<file path="src/rtl/fadd_accum.sv">
// Streaming binary32 accumulator wrapped around an external combinational adder (fadd).
// Optional macro FADD_ACCUM_PIPE_EN registers the element operand, giving one element per two cycles.
module fadd_accum #(
    parameter int LEN_W = 8
) (
    input  logic             clk,
    input  logic             rst,
    input  logic             start,
    input  logic [LEN_W-1:0] len,
    input  logic             in_valid,
    output logic             in_ready,
    input  logic [31:0]      in_data,
    output logic [31:0]      add_a,
    output logic [31:0]      add_b,
    input  logic [31:0]      add_sum,
    output logic             out_valid,
    input  logic             out_ready,
    output logic [31:0]      out_data,
    output logic             busy
);

    localparam logic [1:0] ST_IDLE  = 2'd0;
    localparam logic [1:0] ST_ACCUM = 2'd1;
    localparam logic [1:0] ST_DONE  = 2'd2;
    localparam logic [1:0] ST_WAIT  = 2'd3;

    localparam logic [LEN_W-1:0] CNT_ZERO = {LEN_W{1'b0}};
    localparam logic [LEN_W-1:0] CNT_ONE  = {{(LEN_W-1){1'b0}}, 1'b1};

    logic [1:0]       r_state;
    logic [31:0]      r_acc;
    logic [LEN_W-1:0] r_cnt;
    logic             r_in_ready;
    logic             r_out_valid;
    logic             r_busy;

    logic [1:0]       w_state_nxt;
    logic [31:0]      w_acc_nxt;
    logic [LEN_W-1:0] w_cnt_nxt;
    logic             w_xfer;

    // r_in_ready always mirrors state==ACCUM, so it doubles as the transfer qualifier
    assign w_xfer = in_valid & r_in_ready;

`ifdef FADD_ACCUM_PIPE_EN
    logic [31:0] r_opb;
    logic [31:0] w_opb_nxt;
`endif

    // Next-state and datapath update selection
    always_comb begin
        w_state_nxt = r_state;
        w_acc_nxt   = r_acc;
        w_cnt_nxt   = r_cnt;
`ifdef FADD_ACCUM_PIPE_EN
        w_opb_nxt   = r_opb;
`endif
        case (r_state)
            ST_IDLE: begin
                if (start) begin
                    w_acc_nxt = 32'h0000_0000;
                    if (len != CNT_ZERO) begin
                        w_cnt_nxt   = len;
                        w_state_nxt = ST_ACCUM;
                    end else begin
                        w_state_nxt = ST_DONE;
                    end
                end else begin
                    w_state_nxt = ST_IDLE;
                end
            end
            ST_ACCUM: begin
                if (w_xfer) begin
                    w_cnt_nxt = r_cnt - CNT_ONE;
`ifdef FADD_ACCUM_PIPE_EN
                    w_opb_nxt   = in_data;
                    w_state_nxt = ST_WAIT;
`else
                    w_acc_nxt = add_sum;
                    if (r_cnt == CNT_ONE) begin
                        w_state_nxt = ST_DONE;
                    end else begin
                        w_state_nxt = ST_ACCUM;
                    end
`endif
                end else begin
                    w_state_nxt = ST_ACCUM;
                end
            end
            ST_DONE: begin
                if (out_ready) begin
                    w_state_nxt = ST_IDLE;
                end else begin
                    w_state_nxt = ST_DONE;
                end
            end
`ifdef FADD_ACCUM_PIPE_EN
            ST_WAIT: begin
                w_acc_nxt = add_sum;
                if (r_cnt == CNT_ZERO) begin
                    w_state_nxt = ST_DONE;
                end else begin
                    w_state_nxt = ST_ACCUM;
                end
            end
`endif
            default: begin
                w_state_nxt = ST_IDLE;
            end
        endcase
    end

    // State, running sum and remaining-element counter
    always_ff @(posedge clk or posedge rst) begin
        if (rst) begin
            r_state <= ST_IDLE;
            r_acc   <= 32'h0000_0000;
            r_cnt   <= CNT_ZERO;
        end else begin
            r_state <= w_state_nxt;
            r_acc   <= w_acc_nxt;
            r_cnt   <= w_cnt_nxt;
        end
    end

    // Handshake outputs registered from the next state so they are glitch-free
    always_ff @(posedge clk or posedge rst) begin
        if (rst) begin
            r_in_ready  <= 1'b0;
            r_out_valid <= 1'b0;
            r_busy      <= 1'b0;
        end else begin
            r_in_ready  <= (w_state_nxt == ST_ACCUM);
            r_out_valid <= (w_state_nxt == ST_DONE);
            r_busy      <= (w_state_nxt != ST_IDLE);
        end
    end

`ifdef FADD_ACCUM_PIPE_EN
    // Element operand register cutting the in_data -> adder -> acc path
    always_ff @(posedge clk or posedge rst) begin
        if (rst) begin
            r_opb <= 32'h0000_0000;
        end else begin
            r_opb <= w_opb_nxt;
        end
    end

    assign add_b = r_opb;
`else
    assign add_b = in_data;
`endif

    assign add_a     = r_acc;
    assign out_data  = r_acc;
    assign in_ready  = r_in_ready;
    assign out_valid = r_out_valid;
    assign busy      = r_busy;

endmodule

</file>
<file path="config.mk">
export PLATFORM = sky130hd
export DESIGN_NAME = fadd_accum
export DESIGN_NICKNAME = d
export VERILOG_FILES = /design/src/rtl/fadd_accum.sv
export SDC_FILE = /design/constraint.sdc
export NUM_CORES = 1
export LEC_CHECK = 0
export BUFFER_PORTS_ARGS = -buffer_cell sky130_fd_sc_hd__buf_2
export CORE_MARGIN = 2
export CORE_UTILIZATION = 35
export CTS_BUF_LIST = sky130_fd_sc_hd__clkbuf_4 sky130_fd_sc_hd__clkbuf_8
export CTS_CLUSTER_DIAMETER = 30
export DETAILED_ROUTE_END_ITERATION = 10
export PLACE_DENSITY = 0.69
export SETUP_SLACK_MARGIN = 0.02
export SLEW_MARGIN = 0
export SYNTH_ARGS = -nofsm -noshare
export SYNTH_HDL_FRONTEND = slang
export SYNTH_SLANG_ARGS = --single-unit
</file>
<file path="constraint.sdc">
create_clock -name clk -period 3.45 [get_ports clk]
set_input_delay 0.5175 -clock clk [delete_from_list [all_inputs] [get_ports clk]]
set_output_delay 0.5175 -clock clk [all_outputs]
set_load 0.01 [all_outputs]
</file>
* Yosys cells after proc, flatten, opt, wreduce, memory -nomap -nowiden *
Cells that the tools add are included.

storage, ports and cells
  bits in registers = 45
  input port bits = 77
  output and inout port bits = 99
  word-level logic and storage cells = 35

operators by class
  add/sub/neg operators = 1
  equality and inequality tests = 8
  muxes and demuxes = 13
  bitwise gates (word level) = 1
  reduce and logical (&&, ||, !) cells = 6

operators by type and width
  kind                 count
  $mux 32              2
  $pmux 32 s2          1
  $mux 8               3
  $pmux 8 s2           1
  $mux 2               5
  $eq 8x1->1 const B   1
  $reduce_bool 8->1    1
  $sub 8x1->8 const B  1
  $ne 2x2->1 const B   3
  $pmux 2 s3           1
  $eq 2x1->1 const B   2
  $eq 2x2->1 const B   2
  $reduce_and 4->1     1
  $reduce_bool 2->1    2
  $reduce_and 3->1     1
  $logic_not 2->1      1
  $and 1x1->1          1

* Depth between registers and ports, before layout *
Gate-level depths: netlist (run 1).

  depth in word-level cells = 5
  depth in mapped cells = 6
  mapped depth without buffers = 6

* Least setup slack after synthesis (run 1) *
Ideal clock, no wire load.

  path type = input -> register
  from = in len[0]
  to = reg r_cnt[5]
  setup time = 133 ps
  arrival = 1,632 ps
  required time = 3,317 ps
  slack = 1,685 ps
  stages on the path = 4
  path buffers = 1
  path through = or4_1 -> o32ai_4 -> buf_6 -> o21ai_0

between the ends
  cells in the longest elaborated chain, start to end = 3

ends and longest elaborated chain
  what                        RTL line  source
  start, declared             9         input logic [LEN_W-1:0] len,
  $reduce_bool 8->1           62        if (len != CNT_ZERO) begin
  $ne 2x2->1 (no line)        -
  $reduce_and 4->1 (no line)  -
  end signal, assigned        122       r_cnt <= w_cnt_nxt;
  end, declared               32        logic [LEN_W-1:0] r_cnt;

No other way between the ends.
A chain may end at the register's enable or synchronous reset.

* Worst setup path in the final report (run 1) *
  from = reg r_state[0]
  to = reg r_cnt[6]

between the ends
  cells in the longest elaborated chain, start to end = 3
  elaborated cells between the ends (all ways) = 8
  classes of those cells = eq/ne: 4; mux: 1; reduce/logical: 3

ends and longest elaborated chain
  what                                                              RTL line  source
  start, declared                                                   30        logic [1:0] r_state;
  start signal, assigned                                            120       r_state <= w_state_nxt;
  $eq 2x1->1 / $logic_not 2->1 (equally long branches)              58        case (r_state)
  $ne 2x2->1 (no line) / $reduce_bool 2->1 (equally long branches)  -
  $reduce_and 4->1 (no line)                                        -

Parallel ways exist; a longest one is shown, timed or not.

==> flow_summary.json, run 1 <==
{
  "outcome": "finished clean",
  "average_detailed_routed_wire_length_per_instance_um": 12.5,
  "place_congestion": 0.846,
  "setup_viol_count_final": 0,
  "worst_slew_margin_rel_pct": 35.4,
  "grt_setup_unrepaired": "no",
  "number_of_nets_in_the_synthesized_netlist": 372,
  "route.detailed.drc": 0,
  "p_comb_share_pct": 46.0,
  "top_post_synthesis_cells_by_count": "sky130_fd_sc_hd__nand2_1 (69), sky130_fd_sc_hd__buf_4 (64), sky130_fd_sc_hd__dfrtp_1 (45)",
  "clockRootBuffer": "sky130_fd_sc_hd__clkbuf_8",
  "power.switching_fraction_pct": 41.4,
  "timing.reg2reg.worst_path_depth": 5,
  "first_pass_grt_wire_length_mm": 9.25,
  "drt_first_pass_iters": 4,
  "placeableCoreArea_um2": 7180,
  "final-max-slew-violation-count": 0,
  "synth_xor_area_share_pct": 0,
  "tritoncts.num_buffers": 5,
  "drt-total-wl_mm": 5.46,
  "syn-mean-instance-area_um2": 8.78,
  "final-hold-violation-count": 0,
  "seq_power_share_pct": 38.4,
  "timing.setup.critical_path_class": "reg2reg",
  "proportion_of_synthesized_area_in_mux_cells_pct": 0,
  "final_nets": 415,
  "worst_ep_required_time_ns": 3.59,
  "fin_setup_tns_ns": 0,
  "vias_per_cell": 4.68,
  "x_dimension_of_the_die_um": 89.7,
  "power-per-cell-area_nw_per_um2": 868,
  "compound_gate_fraction_of_synth_area_pct": 9.20,
  "yosys.area_share.adder_pct": 0.973,
  "via_count_of_the_first_global_routing_pass": 1931,
  "place_hpwl_mm": 3.90,
  "synth-seq-cells": 45,
  "ir_drop_mv": 0.235,
  "design.die.area_um2": 8050,
  "final.setup_skew_ns": 0.00613,
  "synthDominantCellAreaShare_pct": 43.8,
  "yosysTopAreaCell": "sky130_fd_sc_hd__dfrtp_1",
  "fmaxAchievable_mhz": 484,
  "cts_setup_buffers": 0,
  "layout-drive-gt1-share_pct": 40.8,
  "clock_tree.buffer_depth": 2,
  "clock_transition_at_the_registers_of_the_reported_paths_ns": 0.08,
  "grt_util_all_layers_pct": 13.9,
  "iter_0_drt_violations": 65,
  "critical_path_arrival_ns": 2.21,
  "yosysUniqueCellTypes": 37,
  "clk_lat_worst_skew_ns": 0.29,
  "holdCritPathClass": "in2reg",
  "p_leak_uw": 0.00153,
  "post_dp_cell_area_um2": 2720,
  "synth_top_flop_cell": "sky130_fd_sc_hd__dfrtp_1",
  "postCtsResizedCells": 0,
  "initial_core_util_pct": 35.8,
  "synth-simple-area-share_pct": 23.6,
  "start_kind": "register",
  "number_of_antenna_violations_at_the_first_check_in_global_routing": 0,
  "grt_remaining_overflow": 0,
  "crit_reg_reg_endpoint": "r_cnt[6]$_DFFE_PP0P_",
  "async_reset_ff_share_pct": 100,
  "r2r_start": "r_state[0]$_DFF_PP0_",
  "drv.max_cap_violation_count": 0,
  "total_switching_power_uw": 1010,
  "timing.critical_path.fanout_max": 21,
  "timing.hold.worst_path_depth": 3,
  "yosys_warnings": 0,
  "rows": 31,
  "post_cts_hold_buffers": 0,
  "synthCells": 293,
  "design.portCount": 176,
  "synth_edf_count": 0,
  "ys_seq_area_share_pct": 43.8,
  "post_synth_main_area_contributors": "sky130_fd_sc_hd__dfrtp_1 (44%), sky130_fd_sc_hd__buf_4 (19%), sky130_fd_sc_hd__nand2_1 (10%)",
  "setup.reg_to_reg.worst_slack_ns": 1.38,
  "area_growth_syn_to_layout_pct": 9.83,
  "p_int_uw": 1440,
  "worst_setup_path_endpoint": "r_cnt[6]$_DFFE_PP0P_",
  "chipHeight_um": 89.7,
  "cts_htree_levels": 2,
  "crit_path_end_kind": "register",
  "placement.io_buffers": 111,
  "detail-route-antenna-nets": 0,
  "layout_worst_path_cycle_share_pct": 59.9,
  "combinational_family_with_the_most_area_after_synthesis": "simple AND/OR/NAND/NOR gates",
  "num_antenna_cells": 0,
  "tightest_pin_transition_ns": 0.968,
  "area_of_all_placed_cells_without_fillers_um2": 2820,
  "synthMostInstantiatedCell": "sky130_fd_sc_hd__nand2_1",
  "vias": 2035,
  "clock_tree_from_tritoncts": "done",
  "grt_start_max_net_pins": 46,
  "mappedNetlistArea_um2": 2570,
  "clockPowerShare_pct": 15.6,
  "cts_num_sinks": 45,
  "timing.critical_path.from": "r_state[0]$_DFF_PP0_",
  "finalWorstPathRequiredPeriod_ns": 2.07
}
## flip-flops by register name, indices dropped and copies added (netlist names)
register and cells:
add_a 32, busy 1, in_ready 1, out_valid 1
r_cnt 8, r_state 2
## layout make-up
cell class	count	area (um^2)
timing repair buffer	114	578
fill	736	4350
inverter	4	15.0
clock inverter	2	35.0
clock buffer	5	68.8
tap	99	124
multi-input combinational	166	877
sequential	45	1130
## worst min-delay path by stage
stage / startpoint / to / slack (ns)
finish: add_sum[29] / add_a[29]$_DFFE_PP0P_ / 0.44
global route: add_sum[29] / add_a[29]$_DFFE_PP0P_ / 0.42
CTS: add_sum[29] / add_a[29]$_DFFE_PP0P_ / 0.43
detailed placement: add_a[25]$_DFFE_PP0P_ / add_a[25]$_DFFE_PP0P_ / 0.47
global placement: add_a[7]$_DFFE_PP0P_ / add_a[7]$_DFFE_PP0P_ / 0.46
floorplan: r_cnt[6]$_DFFE_PP0P_ / r_cnt[6]$_DFFE_PP0P_ / 0.47
## stage by stage
| step | instances | power, uW | worst slack, ns | utilization (%) | hold WS (ns) |
|---|---|---|---|---|---|
| 3_3_place_gp | 428 | 2080 | 1.28 | 37.9 | 0.464 |
| 5_1_grt | 435 | 2670 | 1.19 | 39.4 | 0.420 |
| 4_1_cts | 435 | 2500 | 1.35 | 39.4 | 0.427 |
| 2_1_floorplan | 293 | 1900 | 1.69 | - | 0.468 |
| 3_5_place_dp | 428 | 2100 | 1.22 | 37.9 | 0.473 |
| 6_report | 435 | 2450 | 1.38 | 39.4 | 0.438 |
## critical path, cell delays in order (launching register included)
cell,delay [ns]
sky130_fd_sc_hd__dfrtp_1,0.51
sky130_fd_sc_hd__nor3b_1,0.49
sky130_fd_sc_hd__nor2_2,0.25
sky130_fd_sc_hd__buf_4,0.28
sky130_fd_sc_hd__o31ai_1,0.25
sky130_fd_sc_hd__o21ai_0,0.13
## power by group through the flow
stage	Sequential [uW]	Clock, uW	Combinational, uW
finish	941	384	1130
global route	986	427	1250
CTS	943	402	1150
detailed placement	953	0	1150
global placement	942	0	1140
floorplan	1020	0	877
## per-layer routing
layer  vias to the layer above  track usage (%)  wire [um]
li1                        997                -          -
met1                       949             17.3       2400
met2                        76             23.0       2550
met3                        13             4.11        435
met4                         0             5.13         71
met5                         -                0          0
## cells by family (layout without fill, tap and decap cells)
group,Yosys count,after routing
compound gates,32,32
fa+ha+maj,2,2
buf+inv,82,125
flops,45,45
simple gates,132,132
## placed cells by master, fill, tap and decap left out, types with 2 or more instances in the layout
cell / n
sky130_fd_sc_hd__buf_2: 111
sky130_fd_sc_hd__nand2_1: 69
sky130_fd_sc_hd__dfrtp_1: 45
sky130_fd_sc_hd__nand3_1: 32
sky130_fd_sc_hd__a21oi_1: 10
sky130_fd_sc_hd__nor2_1: 9
sky130_fd_sc_hd__o21ai_2: 7
sky130_fd_sc_hd__o21ai_0: 5
sky130_fd_sc_hd__clkbuf_8: 5
sky130_fd_sc_hd__nor3b_1: 3
sky130_fd_sc_hd__nor3_1: 3
sky130_fd_sc_hd__inv_1: 3
sky130_fd_sc_hd__buf_4: 3
sky130_fd_sc_hd__nand4_1: 2
sky130_fd_sc_hd__a2bb2oi_1: 2
sky130_fd_sc_hd__o221ai_1: 2
sky130_fd_sc_hd__and3_1: 2
sky130_fd_sc_hd__o31ai_1: 2
sky130_fd_sc_hd__ha_1: 2
Power figures use the tool's default switching activity.
==> inputs of run 2 (changes only) <==
PLACE_DENSITY = 0.72   (was 0.69)
clock period = 1.7 ns   (was 3.45 ns; I/O delays follow)
==> run 2 against run 1 <==
  * Global-route usage increased by 0.51 points
  * Combinational power increased by 120%
  * First-iteration DRC count decreased by 7.7%
  * Clock power increased by 150%
  * Clock-buffer cell count unchanged
  * Critical path type unchanged
  * Power increased by 120%
  * Utilization increased by 2.9 points
  * Critical endpoint is now r_cnt[2]$_DFFE_PP0P_
  * Sequential share of layout area decreased by 2.7 points
==> flow_summary.json, run 2 (synthesized netlist as in run 1, its figures left out) <==
{
  "average_detailed_routed_wire_length_per_instance_um": 12.8,
  "final-hold-violation-count": 0,
  "worst_ep_required_time_ns": 1.89,
  "chipHeight_um": 89.7,
  "crit_path_end_kind": "register",
  "critical_path_arrival_ns": 1.78,
  "holdCritPathClass": "in2reg",
  "p_leak_uw": 0.00164,
  "critical-path-slowest-cell": "sky130_fd_sc_hd__dfrtp_1",
  "x_dimension_of_the_die_um": 89.7,
  "via_count_of_the_first_global_routing_pass": 1983,
  "place_hpwl_mm": 4.44,
  "grt_setup_unrepaired": "no",
  "clock_tree.buffer_depth": 2,
  "placedCellCount": 445,
  "place_congestion": 0.834,
  "vias_per_cell": 4.65,
  "post_layout_nonfiller_instances": 454,
  "clk_lat_worst_skew_ns": 0.29,
  "cts_htree_levels": 2,
  "placeableCoreArea_um2": 7180,
  "most-common-layout-cells": "sky130_fd_sc_hd__buf_2 (111), sky130_fd_sc_hd__nand2_1 (69), sky130_fd_sc_hd__dfrtp_1 (45)",
  "num_antenna_cells": 0,
  "r2r_start": "r_state[1]$_DFF_PP0_",
  "largest_register_ff_count": 32,
  "worst_setup_path_endpoint": "r_cnt[2]$_DFFE_PP0P_",
  "design.die.area_um2": 8050,
  "drt_first_pass_iters": 4,
  "tritoncts.num_buffers": 5,
  "iter_0_drt_violations": 60,
  "cts_num_sinks": 45,
  "slowest_delay_ns": 0.44,
  "crit_reg_reg_endpoint": "r_cnt[2]$_DFFE_PP0P_",
  "route.detailed.drc": 0,
  "layout_worst_path_cycle_share_pct": 93.8,
  "finalWorstPathRequiredPeriod_ns": 1.59,
  "total_switching_power_uw": 2140,
  "drv.max_cap_violation_count": 0,
  "detail-route-antenna-nets": 0,
  "grt_remaining_overflow": 0,
  "initial_core_util_pct": 35.8,
  "timing.critical_path.from": "r_state[1]$_DFF_PP0_",
  "layout_commonest_cell": "sky130_fd_sc_hd__buf_2",
  "rows": 31,
  "clockPowerShare_pct": 17.6,
  "p_comb_share_pct": 47.1,
  "power-per-cell-area_nw_per_um2": 1770,
  "power.switching_fraction_pct": 39.9,
  "grt_util_all_layers_pct": 14.4,
  "worst_slew_margin_rel_pct": 74.4,
  "timing.critical_path.fanout_max": 6,
  "timing.reg2reg.worst_path_depth": 6,
  "p_int_uw": 3230,
  "final.setup_skew_ns": 0.00803,
  "outcome": "finished clean",
  "area_growth_syn_to_layout_pct": 17.8,
  "ir_drop_mv": 0.587,
  "tightest_pin_transition_ns": 0.381,
  "setup.reg_to_reg.worst_slack_ns": 0.11,
  "vias": 2113,
  "layout-drive-gt1-share_pct": 43.7,
  "final_nets": 433,
  "clockRootBuffer": "sky130_fd_sc_hd__clkbuf_8",
  "clock_tree_from_tritoncts": "done",
  "clock_transition_at_the_registers_of_the_reported_paths_ns": 0.09,
  "setup_viol_count_final": 0,
  "start_kind": "register",
  "timing.setup.critical_path_class": "reg2reg",
  "power.total_uw": 5370,
  "number_of_antenna_violations_at_the_first_check_in_global_routing": 0,
  "fmaxAchievable_mhz": 627,
  "seq_power_share_pct": 35.3,
  "placement.io_buffers": 111,
  "design.portCount": 176,
  "grt_start_max_net_pins": 46,
  "worstPathCellList": "buf_4 > and4b_2 > o32ai_4 > buf_4 > o21ai_2 > o21ai_2",
  "first_pass_grt_wire_length_mm": 9.65,
  "dp_slack_ns": -0.0559,
  "final-max-slew-violation-count": 0,
  "drt-total-wl_mm": 5.80,
  "layout_setup_ws_ns": 0.106
}
[run 2: repair_timing]
item                                   in CTS  in global routing
setup buffers                               0                  0
endpoints found under the hold margin      45                  0
resized for setup                           0                  1
hold buffers                                1                  0
setup endpoints to repair                   0                  8
[run 2: worst min-delay path by stage]
stage / to / slack [ns] / depth (start not counted) / from
2_1_floorplan: add_a[0]$_DFFE_PP0P_ / 0.39 / 2 / add_sum[0]
3_3_place_gp: add_a[23]$_DFFE_PP0P_ / 0.31 / 3 / rst
3_5_place_dp: add_a[23]$_DFFE_PP0P_ / 0.31 / 3 / rst
4_1_cts: add_a[31]$_DFFE_PP0P_ / 0.16 / 3 / add_sum[31]
5_1_grt: add_a[25]$_DFFE_PP0P_ / 0.16 / 3 / add_sum[25]
6_report: add_a[31]$_DFFE_PP0P_ / 0.18 / 3 / add_sum[31]
[run 2: critical path, delay by kind of cell (launching register included)]
family,cells,cell delay (ns)
compound gates,3,0.35
simple gates,1,0.34
buf+inv,2,0.35
flops,1,0.44
[run 2: layer usage]
metal	global-route usage, %	vias to the layer above	wire, um
li1	-	1033	-
met5	0	-	0
met3	4.19	4	387
met1	17.4	993	2420
met4	3.85	0	30
met2	25.3	83	2950
[run 2: area by class of cell]
class	instances	area, um^2
repair buffers	132	753
inverters	4	15.0
fillers	717	4150
clock buffers	5	68.8
clock inverters	3	65.1
well taps	99	124
multi-input cells	166	877
flip-flops and latches	45	1130
[run 2: per-stage QoR]
stage          cell area [um^2]  TNS [ns]  utilization [%]  hold slack, ns
2_1_floorplan              2570         0                -           0.388
3_3_place_gp               2880         0             40.1           0.310
3_5_place_dp               2880    -0.190             40.1           0.314
4_1_cts                    3020         0             42.1           0.160
5_1_grt                    3030         0             42.2           0.162
6_report                   3030         0             42.2           0.178
[run 2: power by group through the flow]
stage | Clock, uW | Sequential (uW) | Combinational [uW]
2_1_floorplan | 0 | 2070 | 1780
4_1_cts | 982 | 1900 | 2570
3_3_place_gp | 0 | 1880 | 2510
5_1_grt | 1030 | 1980 | 2800
3_5_place_dp | 0 | 1920 | 2570
6_report | 947 | 1890 | 2530
==> inputs of run 3 (changes only) <==
BUFFER_PORTS_ARGS = default   (was -buffer_cell sky130_fd_sc_hd__buf_2)
DONT_BUFFER_PORTS = 1   (was default)
PLACE_DENSITY = default   (was 0.72)
==> run 3 against run 2 <==
  * Maximum frequency grew 1.5%
  * Design area shrank 19%
  * Non-clock buffer count shrank 113
  * Wire length shrank 8.9%
  * Sequential share of layout area grew 8.8 points
==> flow_summary.json, run 3 (synthesized netlist as in run 1, its figures left out) <==
{
  "area_growth_syn_to_layout_pct": -4.77,
  "tightest_pin_transition_ns": 0.462,
  "timing.hold.worst_path_depth": 2,
  "largest_register_ff_count": 32,
  "most-common-layout-cells": "sky130_fd_sc_hd__nand2_1 (69), sky130_fd_sc_hd__dfrtp_1 (45), sky130_fd_sc_hd__nand3_1 (32)",
  "grt_start_max_net_pins": 26,
  "place_hpwl_mm": 3.88,
  "layout_commonest_cell": "sky130_fd_sc_hd__nand2_1",
  "clock_tree_from_tritoncts": "done",
  "vias_per_cell": 4.99,
  "layout-drive-gt1-share_pct": 17.8,
  "chipHeight_um": 89.7,
  "drt-total-wl_mm": 5.28,
  "r2r_start": "r_state[0]$_DFF_PP0_",
  "p_leak_uw": 0.00115,
  "timing.critical_path.from": "r_state[0]$_DFF_PP0_",
  "worst_setup_path_endpoint": "add_a[9]$_DFFE_PP0P_",
  "timing.reg2reg.worst_path_depth": 5,
  "placement.io_buffers": 0,
  "dp_slack_ns": 0.0635,
  "tritoncts.num_buffers": 5,
  "num_antenna_cells": 0,
  "ir_drop_mv": 0.518,
  "timing.setup.critical_path_class": "reg2reg",
  "final-max-slew-violation-count": 0,
  "grt_remaining_overflow": 0,
  "grt_util_all_layers_pct": 13.5,
  "clockRootBuffer": "sky130_fd_sc_hd__clkbuf_8",
  "detailroute.wirelength.met2_mm": 2.52,
  "crit_path_end_kind": "register",
  "fill_cells": 771,
  "timing.critical_path.fanout_max": 18,
  "final-hold-violation-count": 0,
  "cts_num_sinks": 45,
  "holdCritPathClass": "in2reg",
  "drv.max_cap_violation_count": 0,
  "clk_lat_worst_skew_ns": 0.30,
  "fmaxAchievable_mhz": 636,
  "fin_hold_ws_ns": 0.0749,
  "routedLengthMet1_mm": 2.15,
  "place_congestion": 0.828,
  "finalWorstPathRequiredPeriod_ns": 1.57,
  "met3RoutedLength_um": 480,
  "crit_reg_reg_endpoint": "add_a[9]$_DFFE_PP0P_",
  "clock_transition_at_the_registers_of_the_reported_paths_ns": 0.09,
  "average_detailed_routed_wire_length_per_instance_um": 15.5,
  "setup.reg_to_reg.worst_slack_ns": 0.13,
  "layout_setup_ws_ns": 0.129,
  "power-per-cell-area_nw_per_um2": 1870,
  "start_kind": "register",
  "x_dimension_of_the_die_um": 89.7,
  "cts_htree_levels": 2,
  "first_pass_grt_wire_length_mm": 8.67,
  "clock_tree.buffer_depth": 2,
  "worst_slew_margin_rel_pct": 69.0,
  "placedCellCount": 332,
  "final_nets": 320,
  "design.die.area_um2": 8050,
  "cts_setup_buffers": 0,
  "via_count_of_the_first_global_routing_pass": 1757,
  "design.portCount": 176,
  "final.setup_skew_ns": 0.00558,
  "post_layout_nonfiller_instances": 341,
  "fin_setup_tns_ns": 0,
  "grt_setup_unrepaired": "no",
  "route.detailed.drc": 0,
  "iter_0_drt_violations": 28,
  "layout_worst_path_cycle_share_pct": 92.4,
  "outcome": "finished clean",
  "drt_first_pass_iters": 4,
  "critical_path_arrival_ns": 1.81,
  "worst_ep_required_time_ns": 1.94,
  "placeableCoreArea_um2": 7180,
  "vias": 1701,
  "rows": 31,
  "initial_core_util_pct": 35.8,
  "route.top_layer_used": "met4",
  "detail-route-antenna-nets": 0,
  "setup_viol_count_final": 0,
  "number_of_antenna_violations_at_the_first_check_in_global_routing": 0
}
-- run 3: area by class of cell --
class / count / area (um^2) / share of cell area (%)
sequential: 45 / 1130 / 46.0
multi-input combinational: 166 / 877 / 35.8
timing repair buffer: 19 / 186 / 7.61
tap: 99 / 124 / 5.06
clock buffer: 7 / 90.1 / 3.68
clock inverter: 1 / 30.0 / 1.23
inverter: 4 / 15.0 / 0.613
-- run 3: repair_timing --
item	4_1_cts	5_1_grt
gates resized for setup	0	2
endpoints found under the hold margin	20	0
endpoints found under the setup margin	0	10
hold buffers	1	0
-- run 3: stage by stage --
step / area, um^2 / power [uW] / util, %
finish: 2450 / 4590 / 34.1
global route: 2450 / 4980 / 34.1
CTS: 2440 / 4640 / 34.0
detailed placement: 2310 / 3750 / 32.2
global placement: 2310 / 3710 / 32.2
floorplan: 2570 / 3850 / -
-- run 3: worst min path at each step --
stage / start / end / slack (ns)
3_5_place_dp: rst / add_a[6]$_DFFE_PP0P_ / 0.18
3_3_place_gp: rst / add_a[6]$_DFFE_PP0P_ / 0.18
2_1_floorplan: add_sum[0] / add_a[0]$_DFFE_PP0P_ / 0.39
4_1_cts: add_sum[1] / add_a[1]$_DFFE_PP0P_ / 0.07
5_1_grt: add_sum[12] / add_a[12]$_DFFE_PP0P_ / 0.07
6_report: add_sum[23] / add_a[23]$_DFFE_PP0P_ / 0.07
-- run 3: per-layer routing --
layer | GRT usage [%] | up-vias
met4 | 6.54 | 0
met5 | 0 | -
met2 | 22.1 | 81
li1 | - | 803
met1 | 15.3 | 808
met3 | 5.45 | 9
-- run 3: power breakdown --
| part | switching [uW] | internal, uW |
|---|---|---|
| logic | 775 | 593 |
| clock network | 372 | 496 |
| registers | 819 | 1530 |
| total | 1970 | 2620 |
-- run 3: critical path, cell delays in order (launching register included) --
cell                      delay, ns
sky130_fd_sc_hd__dfrtp_1       0.49
sky130_fd_sc_hd__or3b_2        0.52
sky130_fd_sc_hd__o21ai_2       0.14
sky130_fd_sc_hd__buf_12        0.18
sky130_fd_sc_hd__nand3_1       0.09
sky130_fd_sc_hd__nand2_1       0.08
